==> config.mk <==
export PLATFORM = sky130hd
export DESIGN_NAME = riscv_store_buffer
export DESIGN_NICKNAME = d
export VERILOG_FILES = /design/src/rtl/riscv_store_buffer.sv
export SDC_FILE = /design/constraint.sdc
export NUM_CORES = 1
export LEC_CHECK = 0
export ABC_AREA = 1
export BUFFER_PORTS_ARGS = -buffer_cell sky130_fd_sc_hd__buf_4
export CELL_PAD_IN_SITES_DETAIL_PLACEMENT = 0
export CELL_PAD_IN_SITES_GLOBAL_PLACEMENT = 1
export CORE_UTILIZATION = 46
export CTS_CLUSTER_DIAMETER = 60
export DETAILED_ROUTE_END_ITERATION = 10
export GPL_TIMING_DRIVEN = 0
export HOLD_SLACK_MARGIN = 0.1
export MAX_ROUTING_LAYER = met4
export PLACE_DENSITY = 0.8
export RECOVER_POWER = 100
export SYNTH_ARGS = -nofsm -noshare
export SYNTH_HDL_FRONTEND = slang
export SYNTH_SLANG_ARGS = --single-unit
==> constraint.sdc <==
create_clock -name clk -period 6.9 [get_ports clk]
set_clock_uncertainty 0.1 [all_clocks]
set_input_delay 1.38 -clock clk [delete_from_list [all_inputs] [get_ports clk]]
set_output_delay 1.38 -clock clk [all_outputs]
set_load 0.05 [all_outputs]
==> src/rtl/riscv_store_buffer.sv <==
// Posted-write store buffer: DEPTH-entry FIFO between the core store path and data memory.
// Optional STORE_FWD_EN: per-entry word-address compare for precise load hazards.
module riscv_store_buffer #(
  parameter int DEPTH  = 4,
  parameter int ADDR_W = 32
) (
  input  logic              clk,
  input  logic              reset,
  input  logic              st_valid,
  output logic              st_ready,
  input  logic [ADDR_W-1:0] st_addr,
  input  logic [31:0]       st_data,
  input  logic [1:0]        st_size,
  output logic              misalign,
  input  logic [ADDR_W-1:0] ld_addr,
  output logic              ld_hazard,
  output logic              mem_valid,
  input  logic              mem_ready,
  output logic [ADDR_W-1:0] mem_addr,
  output logic [31:0]       mem_wdata,
  output logic [3:0]        mem_be,
  output logic              MemWrite,
  output logic              empty
);
  localparam int PW = $clog2(DEPTH);

  logic [PW-1:0]     r_wr_ptr, r_rd_ptr;
  logic [PW:0]       r_count;
  logic [ADDR_W-3:0] r_waddr [DEPTH];
  logic [31:0]       r_data  [DEPTH];
  logic [3:0]        r_be    [DEPTH];

  logic [1:0]  w_a;
  logic [3:0]  w_be;
  logic [31:0] w_data;
  logic        w_bad, w_full, w_push, w_pop;

  assign w_a = st_addr[1:0];

  always_comb begin
    w_be   = 4'b0000;
    w_data = st_data;
    w_bad  = 1'b1;
    case (st_size)
      2'd0: begin w_be = 4'b0001 << w_a; w_data = {4{st_data[7:0]}};  w_bad = 1'b0;        end
      2'd1: begin w_be = 4'b0011 << w_a; w_data = {2{st_data[15:0]}}; w_bad = w_a[0];      end
      2'd2: begin w_be = 4'b1111;        w_data = st_data;            w_bad = (w_a != 2'd0); end
      default: ;
    endcase
  end

  assign misalign  = st_valid & w_bad;
  assign w_full    = (r_count == (PW+1)'(DEPTH));
  assign empty     = (r_count == '0);
  assign st_ready  = !w_full;
  // Gated by reset so no write can retire in a reset cycle.
  assign mem_valid = !empty & reset;
  assign MemWrite  = mem_valid & mem_ready;
  assign w_push    = st_valid & st_ready & !w_bad;
  assign w_pop     = MemWrite;

  assign mem_addr  = {r_waddr[r_rd_ptr], 2'b00};
  assign mem_wdata = r_data[r_rd_ptr];
  assign mem_be    = r_be[r_rd_ptr];

  always_ff @(posedge clk) begin
    if (!reset) begin
      r_wr_ptr <= '0;
      r_rd_ptr <= '0;
      r_count  <= '0;
    end else begin
      if (w_push) begin
        r_waddr[r_wr_ptr] <= st_addr[ADDR_W-1:2];
        r_data[r_wr_ptr]  <= w_data;
        r_be[r_wr_ptr]    <= w_be;
        r_wr_ptr          <= r_wr_ptr + PW'(1);
      end
      if (w_pop) r_rd_ptr <= r_rd_ptr + PW'(1);
      case ({w_push, w_pop})
        2'b10:   r_count <= r_count + (PW+1)'(1);
        2'b01:   r_count <= r_count - (PW+1)'(1);
        default: ;
      endcase
    end
  end

`ifdef STORE_FWD_EN
  logic          w_hazard;
  logic [PW-1:0] w_off;
  logic          w_unused_ld;

  // Entry i is live when its distance from the head is below the occupancy.
  always_comb begin
    w_hazard = 1'b0;
    w_off    = '0;
    for (int i = 0; i < DEPTH; i++) begin
      w_off = PW'(i) - r_rd_ptr;
      if (({1'b0, w_off} < r_count) && (r_waddr[i] == ld_addr[ADDR_W-1:2]))
        w_hazard = 1'b1;
    end
  end

  assign ld_hazard   = w_hazard;
  assign w_unused_ld = ^ld_addr[1:0];
`else
  logic w_unused_ld;

  assign ld_hazard   = !empty;
  assign w_unused_ld = ^ld_addr;
`endif

endmodule
==> metrics.txt, run 1 <==
Final nets 1090; Internal 2.839 mW; Final Hold Fails 0; slowest stage cell on the critical path clkbuf_1; area grow syn2layout 18.51%; Initial Util 47.56%; grt ovf 0; ANT nets after route 0; FMAX 196.9 MHz; power density cells 286.4 nW/um2; fraction of layout cells with a size suffix above 1 22.95%; worst hold path depth 2; Final Setup Violations 0; post-route cell area 13390 um2; sequential share of power 48.7%; largest net degree at the start of global routing 30; critical path class reg2out; Synth top area share 70.18%; ratio of final minimum period to clock period 73.61%; Clk Latency, worst-skew pair 0.53 ns; DRC 0; die height 158.7 um; unrepaired setup endpoints after global routing false; Die W 158.7 um; R2R cell count 8; Logic pwr share 13.9%; crit path time final 5.079 ns; slew at the pin closest to its max-slew limit 2.002 ns; CP Cell Sequence clkbuf_1 -> clkinvlp_2 -> clkbuf_1 -> clkbuf_1 -> nor2_4 -> o22ai_2 -> buf_4; Clock power frac 37.4%; post-synthesis cell count 802; Hold Buf Count CTS 0; row count 56; Post-CTS Setup Inserts 0; initial antenna violation count 0; clock tree from TritonCTS built; synth warn 0; total CTS buffers 29; Post-Syn Area per Cell 14.08 um2; post-CTS resize count 0; Synth async-reset ratio 0%; failing checks max-capacitance violations, max-slew violations; post-DR wirelength/cell 19.42 um; Static Leak 4.539 nW; Crit path top cell by count clkbuf_1; first-pass GRT wire length 38.80 mm; Clock Pin Slew Worst Setup and Hold Paths 0.06 ns; drt first pass iters 5; number of port buffers 140; GP Congestion 0.8195; DRT iter0 DRCs 591; core region area 23750 um2; delay of the slowest cell on the worst path 1.07 ns; maxcap violations 5; n_diodes 0; most common cell after layout, fill and taps aside edfxtp_1; Cell variety after synth 31; maximum clock insertion buffer count 3; Die ar. 25190 um2; most frequent cells in the layout 264 x edfxtp_1, 142 x o21ai_0, 101 x nor2_1, 100 x clkbuf_1, 88 x buf_4; crit path DAT 3.60 ns; Synth area leader edfxtp_1; Post-synth EDFFs 264; dpl cells 1270; Pwr Total 3.834 mW; hpwl dp 16.84 mm; crit path max fanout 10; worst setup margin 1.821 ns; Max VDD drop 0.1483 mV; Vias 6963; overall routing resource usage 20.84%; CTS Sinks 273; CP Data Required Time 5.42 ns; dpl cell area 12940 um2; total routed wirelength 25.65 mm; register area share after synthesis 71.78%; ys flop type edfxtp_1; Syn Std Cell Area 11300 um2; Rel. slew slack -33.44%; vias in the first global route 7028; synth top area cells edfxtp_1 70%, o21ai_0 5.6%, o22ai_2 4.4%; status finished, violations left; post-synthesis register bit count 273; Fin Hold WS 0.4049 ns; Finished Layout Cells 1321; vias per cell 5.271; HP Class reg2reg; Sw Share 25.97%; root buf cell clkbuf_16; Max Slew Vio Count 131; IO Pins 176; Worst setup SP type flip-flop; P_sw 0.9958 mW; H-tree depth 1; CP Capture Type output port; DP Worst Slack 2.937 ns; Fillers 2029
==> critical path, delay by kind of cell, from the launching register on <==
family	cells	cell delay, ns
AOI/OAI and AO/OA	1	0.25
buffers and inverters	5	2.36
DFF	1	0.45
and+or+nand+nor	1	-0.01
==> power by group through the flow <==
stage | clock, mW | combinational (mW) | sequential, mW
final | 1.43 | 0.532 | 1.87
after global routing | 1.52 | 0.566 | 1.87
after CTS | 1.46 | 0.578 | 1.87
after detailed placement | 0 | 0.576 | 1.90
after global placement | 0 | 0.565 | 1.91
after floorplan | 0 | 0.375 | 1.90
==> synth_stat cells, types with 2 or more instances <==
master    count
o21ai_0     126
dfxtp_1       9
ha_1          5
clkbuf_1     25
a21oi_1       8
nor2_2        7
o21ai_2       4
buf_4         2
o22ai_1      26
nand2_1      61
o22ai_2      40
buf_12        5
o21ai_1      16
edfxtp_1    264
inv_2         5
nor2_4       41
o211ai_1      6
nor2_1       99
buf_6         4
buf_2        11
nand4_1       2
nand3_1       4
inv_1        24
==> logic make-up after synthesis <==
group           count (synthesis)  share of synthesized area, %
compound gates                228                         13.36
xor+xnor                        1                       0.07755
fa+ha+maj                       6                        0.7311
buf+inv                        78                         3.888
flops                         273                         71.78
other cells                     1                       0.03320
simple gates                  215                         10.14
==> stage by stage <==
stage | util (%) | setup TNS, ns
5_1_grt | 56.36 | 0
3_5_place_dp | 54.48 | 0
3_3_place_gp | 53.68 | -226.45
4_1_cts | 58.20 | 0
6_report | 56.36 | 0
2_1_floorplan | - | 0
==> state kept, by name, indices dropped and copies added, names as in the netlist, named ones only <==
signal    count
r_data      128
r_wr_ptr      2
r_waddr     120
r_be         16
r_rd_ptr      2
r_count       3
==> final timing paths <==
check	start	end	slack [ns]
hold / removal	r_rd_ptr[0]	r_rd_ptr[0]	0.40
setup / recovery	flip-flop	mem_wdata[11]	1.82
setup reg to reg	r_count[1]	r_waddr[2][10]	2.78
hold reg to reg	r_rd_ptr[0]	r_rd_ptr[0]	0.40
==> layer usage <==
layer	routed length, um	track usage [%]	share of wire (%)	vias to the layer above
li1	-	-	-	3304
met1	10860	25.97	42	3376
met2	12630	34.51	49	239
met3	1601	4.232	6.2	44
met4	568	5.781	2.2	0
met5	0	-	0	-
==> layout make-up <==
| type | count | area, um2 | share of cell area [%] |
|---|---|---|---|
| Buffer | 48 | 205.2 | 1.533 |
| Clock buffer | 34 | 744.5 | 5.561 |
| Clock inverter | 17 | 140.1 | 1.047 |
| Inverter | 30 | 113.9 | 0.8505 |
| Multi-Input combinational cell | 452 | 2733 | 20.41 |
| Sequential cell | 273 | 8108 | 60.57 |
| Tap cell | 319 | 399.1 | 2.982 |
| Timing Repair Buffer | 148 | 943.4 | 7.047 |
(Power assumes the default switching activity.)
==> run 2: changes to the inputs <==
--- a/config.mk
+++ b/config.mk
@@ -9,13 +9,13 @@
 export BUFFER_PORTS_ARGS = -buffer_cell sky130_fd_sc_hd__buf_4
 export CELL_PAD_IN_SITES_DETAIL_PLACEMENT = 0
 export CELL_PAD_IN_SITES_GLOBAL_PLACEMENT = 1
-export CORE_UTILIZATION = 46
+export CORE_UTILIZATION = 42
 export CTS_CLUSTER_DIAMETER = 60
 export DETAILED_ROUTE_END_ITERATION = 10
 export GPL_TIMING_DRIVEN = 0
 export HOLD_SLACK_MARGIN = 0.1
 export MAX_ROUTING_LAYER = met4
-export PLACE_DENSITY = 0.8
+export PLACE_DENSITY = 0.77
 export RECOVER_POWER = 100
 export SYNTH_ARGS = -nofsm -noshare
 export SYNTH_HDL_FRONTEND = slang
==> constraint.sdc (replaced) <==
create_clock -name clk -period 4.66 [get_ports clk]
set_clock_uncertainty 0.1 [all_clocks]
set_input_delay 0.932 -clock clk [delete_from_list [all_inputs] [get_ports clk]]
set_output_delay 0.932 -clock clk [all_outputs]
set_load 0.05 [all_outputs]
==> run 2 against run 1 <==
  * The run ends with design-rule violations, max-capacitance violations, max-slew violations left
  * Die area is 9.4% higher
  * Critical path depth shrank 2
  * Clock power up 55%
  * Routed wire length rose by 0.53%
  * Critical path type unchanged
  * Largest power group unchanged
==> metrics.txt, run 2 (synthesized netlist as in run 1, its figures left out) <==
status finished, violations left; DP Worst Slack 1.216 ns; die height 166.0 um; DRT iter0 DRCs 592; number of port buffers 140; Rel. slew slack -34.32%; Clock Pin Slew Worst Setup and Hold Paths 0.06 ns; overall routing resource usage 19.27%; largest net degree at the start of global routing 27; CP Data Required Time 3.63 ns; maximum clock insertion buffer count 3; unrepaired setup endpoints after global routing false; H-tree depth 1; Max Slew Vio Count 82; root buf cell clkbuf_16; failing checks design-rule violations, max-capacitance violations, max-slew violations; Fillers 2220; Final Setup Violations 0; Fin Hold WS 0.4169 ns; slew at the pin closest to its max-slew limit 2.007 ns; IO Pins 176; vias in the first global route 6923; critical path class reg2out; biggest regs r_data: 128 flops, r_waddr: 120 flops, r_be: 16 flops; worst setup margin 0.6813 ns; Initial Util 43.10%; crit path to mem_addr[4]; hpwl dp 17.24 mm; area grow syn2layout 20.75%; n_diodes 0; total routed wirelength 25.79 mm; crit path time final 3.979 ns; Final nets 1091; max reg flops 128; drt first pass iters 8; initial antenna violation count 0; CP Capture Type output port; clock tree from TritonCTS built; Max VDD drop 0.2327 mV; Vias 6926; Die ar. 27550 um2; first-pass GRT wire length 39.03 mm; register with the most flip-flops r_data; fraction of layout cells with a size suffix above 1 23.68%; Final Hold Fails 0; ANT nets after route 0; register area 8108 um2; most common cell after layout, fill and taps aside edfxtp_1; power density cells 423.9 nW/um2; ratio of final minimum period to clock period 85.38%; DRC 10; Clk Latency, worst-skew pair 0.53 ns; post-DR wirelength/cell 19.30 um; setup TNS 0 ns; most frequent cells in the layout 264 x edfxtp_1, 131 x o21ai_0, 99 x nor2_1, 99 x clkbuf_1, 79 x buf_4; Hold Buf Count CTS 0; reg2reg end r_waddr[0][22]; row count 59; maxcap violations 4; area occupied by multi-input gates 2750 um2; Static Leak 4.642 nW; total CTS buffers 28; Worst setup SP type flip-flop; R2R cell count 8; Die W 166.0 um; crit path DAT 2.95 ns; post-CTS resize count 0; HP Class reg2reg; Worst R2R Setup Slack 1.25 ns; GP Congestion 0.8214; crit path max fanout 10; Post-CTS Setup Inserts 0; FMAX 251.3 MHz; CTS Sinks 273; FF-to-FF Start r_count[1]; core region area 26210 um2; grt ovf 0; vias per cell 5.184
## run 2: changes by cell type in the layout (fill, tap and decap cells not counted), moves of 2 or more
cell        delta
o21ai_2        +2
o21ai_1        +9
buf_4          -9
nor2_1         -2
clkinv_2       +2
buf_6          +2
buf_12         +4
inv_6          -2
bufinv_16      +2
clkinvlp_4     -2
buf_16         +5
o21ai_0       -11
clkinv_1       -3
## run 2: how the worst min path moves through the flow
stage                            from         end  slack (ns)  depth (start not counted)
after floorplan           r_rd_ptr[1]   flip-flop        0.37                          2
after global placement     r_count[2]  r_count[2]        0.40                          2
after detailed placement   r_count[2]  r_count[2]        0.41                          2
after CTS                  r_count[2]  r_count[2]        0.42                          2
after global routing       r_count[2]  r_count[2]        0.46                          2
final                      r_count[2]  r_count[2]        0.42                          2
## run 2: metrics by stage
stage / total power [mW] / util [%] / instances / instance area [um2]
floorplan: 3.371 / - / 803 / 11300
global placement: 3.662 / 48.73 / 1278 / 12770
detailed placement: 3.676 / 49.78 / 1288 / 13050
CTS: 5.879 / 53.27 / 1336 / 13960
global route: 5.977 / 52.05 / 1336 / 13640
finish: 5.782 / 52.05 / 1336 / 13640
## run 2: critical path, cell delays in order, from the launching register on
cell and delay [ns]:
dfxtp_1 0.62, clkbuf_1 0.53, clkbuf_1 0.52, nor2_1 0.13
o22ai_2 0.13, clkbuf_1 0.48
## run 2: report_power, final
part | internal [mW] | switching [mW]
Combinational | 0.221 | 0.589
Clock | 1.34 | 0.863
Sequential | 2.75 | 0.0151
Total | 4.31 | 1.47
## run 2: per-layer routing
layer,up-vias,global-route usage [%],share of wire [%]
li1,3311,-,-
met1,3343,24.38,43
met2,228,31.39,48
met3,44,4.099,6.8
met4,0,5.404,2.4
met5,-,-,0
## run 2: layout make-up
type                            count  area share (%)
Buffer                             48           2.284
Clock buffer                       33           5.431
Clock inverter                     15           1.284
Inverter                           30          0.8440
Multi-Input combinational cell    452           20.16
Sequential cell                   273           59.44
Tap cell                          335           3.073
Timing Repair Buffer              150           7.476
==> run 3: changes to the inputs <==
--- a/config.mk
+++ b/config.mk
@@ -9,13 +9,15 @@
 export BUFFER_PORTS_ARGS = -buffer_cell sky130_fd_sc_hd__buf_4
 export CELL_PAD_IN_SITES_DETAIL_PLACEMENT = 0
 export CELL_PAD_IN_SITES_GLOBAL_PLACEMENT = 1
-export CORE_UTILIZATION = 42
+export CORE_ASPECT_RATIO = 0.5
+export CORE_UTILIZATION = 44
+export CTS_BUF_LIST = sky130_fd_sc_hd__clkbuf_4 sky130_fd_sc_hd__clkbuf_8
 export CTS_CLUSTER_DIAMETER = 60
 export DETAILED_ROUTE_END_ITERATION = 10
 export GPL_TIMING_DRIVEN = 0
 export HOLD_SLACK_MARGIN = 0.1
 export MAX_ROUTING_LAYER = met4
-export PLACE_DENSITY = 0.77
+export PLACE_DENSITY = 0.8
 export RECOVER_POWER = 100
 export SYNTH_ARGS = -nofsm -noshare
 export SYNTH_HDL_FRONTEND = slang
==> run 3 against run 2 <==
  * The run ends with max-capacitance violations, max-slew violations left
  * Final area decreased by 2.0%
  * First-iteration DRC count fell by 0.17%
  * Critical path type unchanged
  * Sequential power about the same
  * Final cell count increased by 1.8%
  * Clock-buffer cell count is 20 higher
  * Non-clock buffer count decreased by 2
  * Utilization is 1.0 points higher
  * Largest power group unchanged
  * Register-to-register slack improved by 0.21 ns
  * Die area down 4.3%
  * Sequential cell count stayed put
  * Sequential share of layout area increased by 1.2 points
==> metrics.txt, run 3 (synthesized netlist as in run 1, its figures left out) <==
status finished, violations left; failing checks max-capacitance violations, max-slew violations; unrepaired setup endpoints after global routing false; vias in the first global route 6990; most frequent cells in the layout 264 x edfxtp_1, 133 x o21ai_0, 99 x nor2_1, 99 x clkbuf_1, 72 x buf_4; IO Pins 176; die height 115.3 um; max reg flops 128; CP top delay family buffers and inverters; most common cell after layout, fill and taps aside edfxtp_1; maximum clock insertion buffer count 3; FMAX 250.2 MHz; overall routing resource usage 20.69%; CTS Sinks 273; Post-CTS Setup Inserts 0; Clk Latency, worst-skew pair 0.51 ns; Die ar. 26360 um2; core region area 25190 um2; Rel. slew slack -24.26%; CP Data Required Time 3.63 ns; drt first pass iters 5; Die W 228.6 um; Static Leak 4.525 nW; area grow syn2layout 18.30%; post-CTS resize count 0; HP Class reg2reg; total CTS buffers 40; biggest regs r_data: 128 flops, r_waddr: 120 flops, r_be: 16 flops; DP Worst Slack 1.012 ns; Crit path top cell by count clkbuf_1; number of port buffers 140; Final nets 1101; CP Capture Type output port; Max Slew Vio Count 53; crit path time final 3.996 ns; GP Congestion 0.8790; H-tree depth 2; Clock Pin Slew Worst Setup and Hold Paths 0.06 ns; clock tree from TritonCTS built; Final Setup Violations 0; Core Util, Final 53.05%; critical path class reg2out; delay of the slowest cell on the worst path 0.62 ns; slowest stage cell on the critical path dfxtp_1; Final Hold Fails 0; ratio of final minimum period to clock period 85.76%; Buf/Inv on CP 3; fraction of layout cells with a size suffix above 1 24.53%; Hold Buf Count CTS 0; total routed wirelength 26.50 mm; largest net degree at the start of global routing 27; grt ovf 0; power density cells 398.2 nW/um2; slew at the pin closest to its max-slew limit 1.857 ns; hpwl dp 17.39 mm; register with the most flip-flops r_data; maxcap violations 3; Initial Util 44.85%; DRT iter0 DRCs 591; post-DR wirelength/cell 19.48 um; root buf cell clkbuf_8; first-pass GRT wire length 39.48 mm; vias per cell 5.256; crit path max fanout 10; CP Cell Sequence clkbuf_1 -> clkbuf_1 -> nor2_1 -> o22ai_2 -> clkbuf_1; setup TNS 0 ns; row count 41; ANT nets after route 0; crit path DAT 2.96 ns; Worst setup SP type flip-flop; initial antenna violation count 0; DRC 0; Max VDD drop 0.1602 mV; Vias 7148; worst setup margin 0.6635 ns
[run 3: cell types whose count changed in the layout (fill, tap and decap cells not counted), sizes merged]
cell / previous run / this run
buf: 103 / 97
clkbuf: 128 / 152
clkinvlp: 1 / 2
diode: 0 / 1
clkinv: 11 / 10
bufinv: 4 / 0
[run 3: path summary, 6_finish.rpt]
path / start / end / slack [ns] / cells past startpoint
worst max-delay path: flip-flop / mem_wdata[19] / 0.66 / 5
worst min-delay path: r_rd_ptr[1] / flip-flop / 0.40 / 2
worst max register to register: r_count[1] / r_waddr[0][22] / 1.46 / 7
worst min register to register: r_rd_ptr[1] / flip-flop / 0.40 / 2
[run 3: final cells by class]
| cell class | count | area (um2) |
|---|---|---|
| plain buffers | 48 | 312.8 |
| clock buffers | 53 | 654.4 |
| multi-input cells | 452 | 2739 |
| well taps | 344 | 430.4 |
| diodes | 1 | 2.502 |
| repair buffers | 148 | 948.4 |
| clock inverters | 11 | 52.55 |
| flip-flops and latches | 273 | 8108 |
| fillers | 2149 | 11830 |
| inverters | 30 | 115.1 |
[run 3: per-layer routing]
layer  track usage [%]  up-vias  part of all wire, %
li1                  -     3332                    -
met1             26.33     3564                   43
met2             34.02      199                   50
met3             3.646       53                  5.3
met4             6.622        0                  2.1
met5                 -        -                    0
[run 3: metrics by stage]
| step | hold WS, ns | power (mW) | instance area (um2) | cells |
|---|---|---|---|---|
| floorplan | 0.3661 | 3.371 | 11300 | 803 |
| global route | 0.4375 | 5.519 | 13360 | 1359 |
| detailed placement | 0.4022 | 3.676 | 12970 | 1295 |
| finish | 0.4031 | 5.321 | 13360 | 1360 |
| CTS | 0.4067 | 5.414 | 13680 | 1359 |
| global placement | 0.3884 | 3.661 | 12780 | 1287 |
[run 3: report_power, final]
part	internal, mW	total [mW]	switching, mW
clock network	0.905	1.75	0.846
logic	0.211	0.805	0.593
registers	2.75	2.77	0.0159
total	3.87	5.32	1.46
[run 3: worst register-to-register path, stage by stage, from the launching register on]
cell	delay, ns
dfxtp_1	0.35
nor2_1	0.08
nand2_1	0.08
nand2_1	0.06
nor2_1	0.27
nand2_1	0.20
nor2_1	1.41
buf_12	0.33
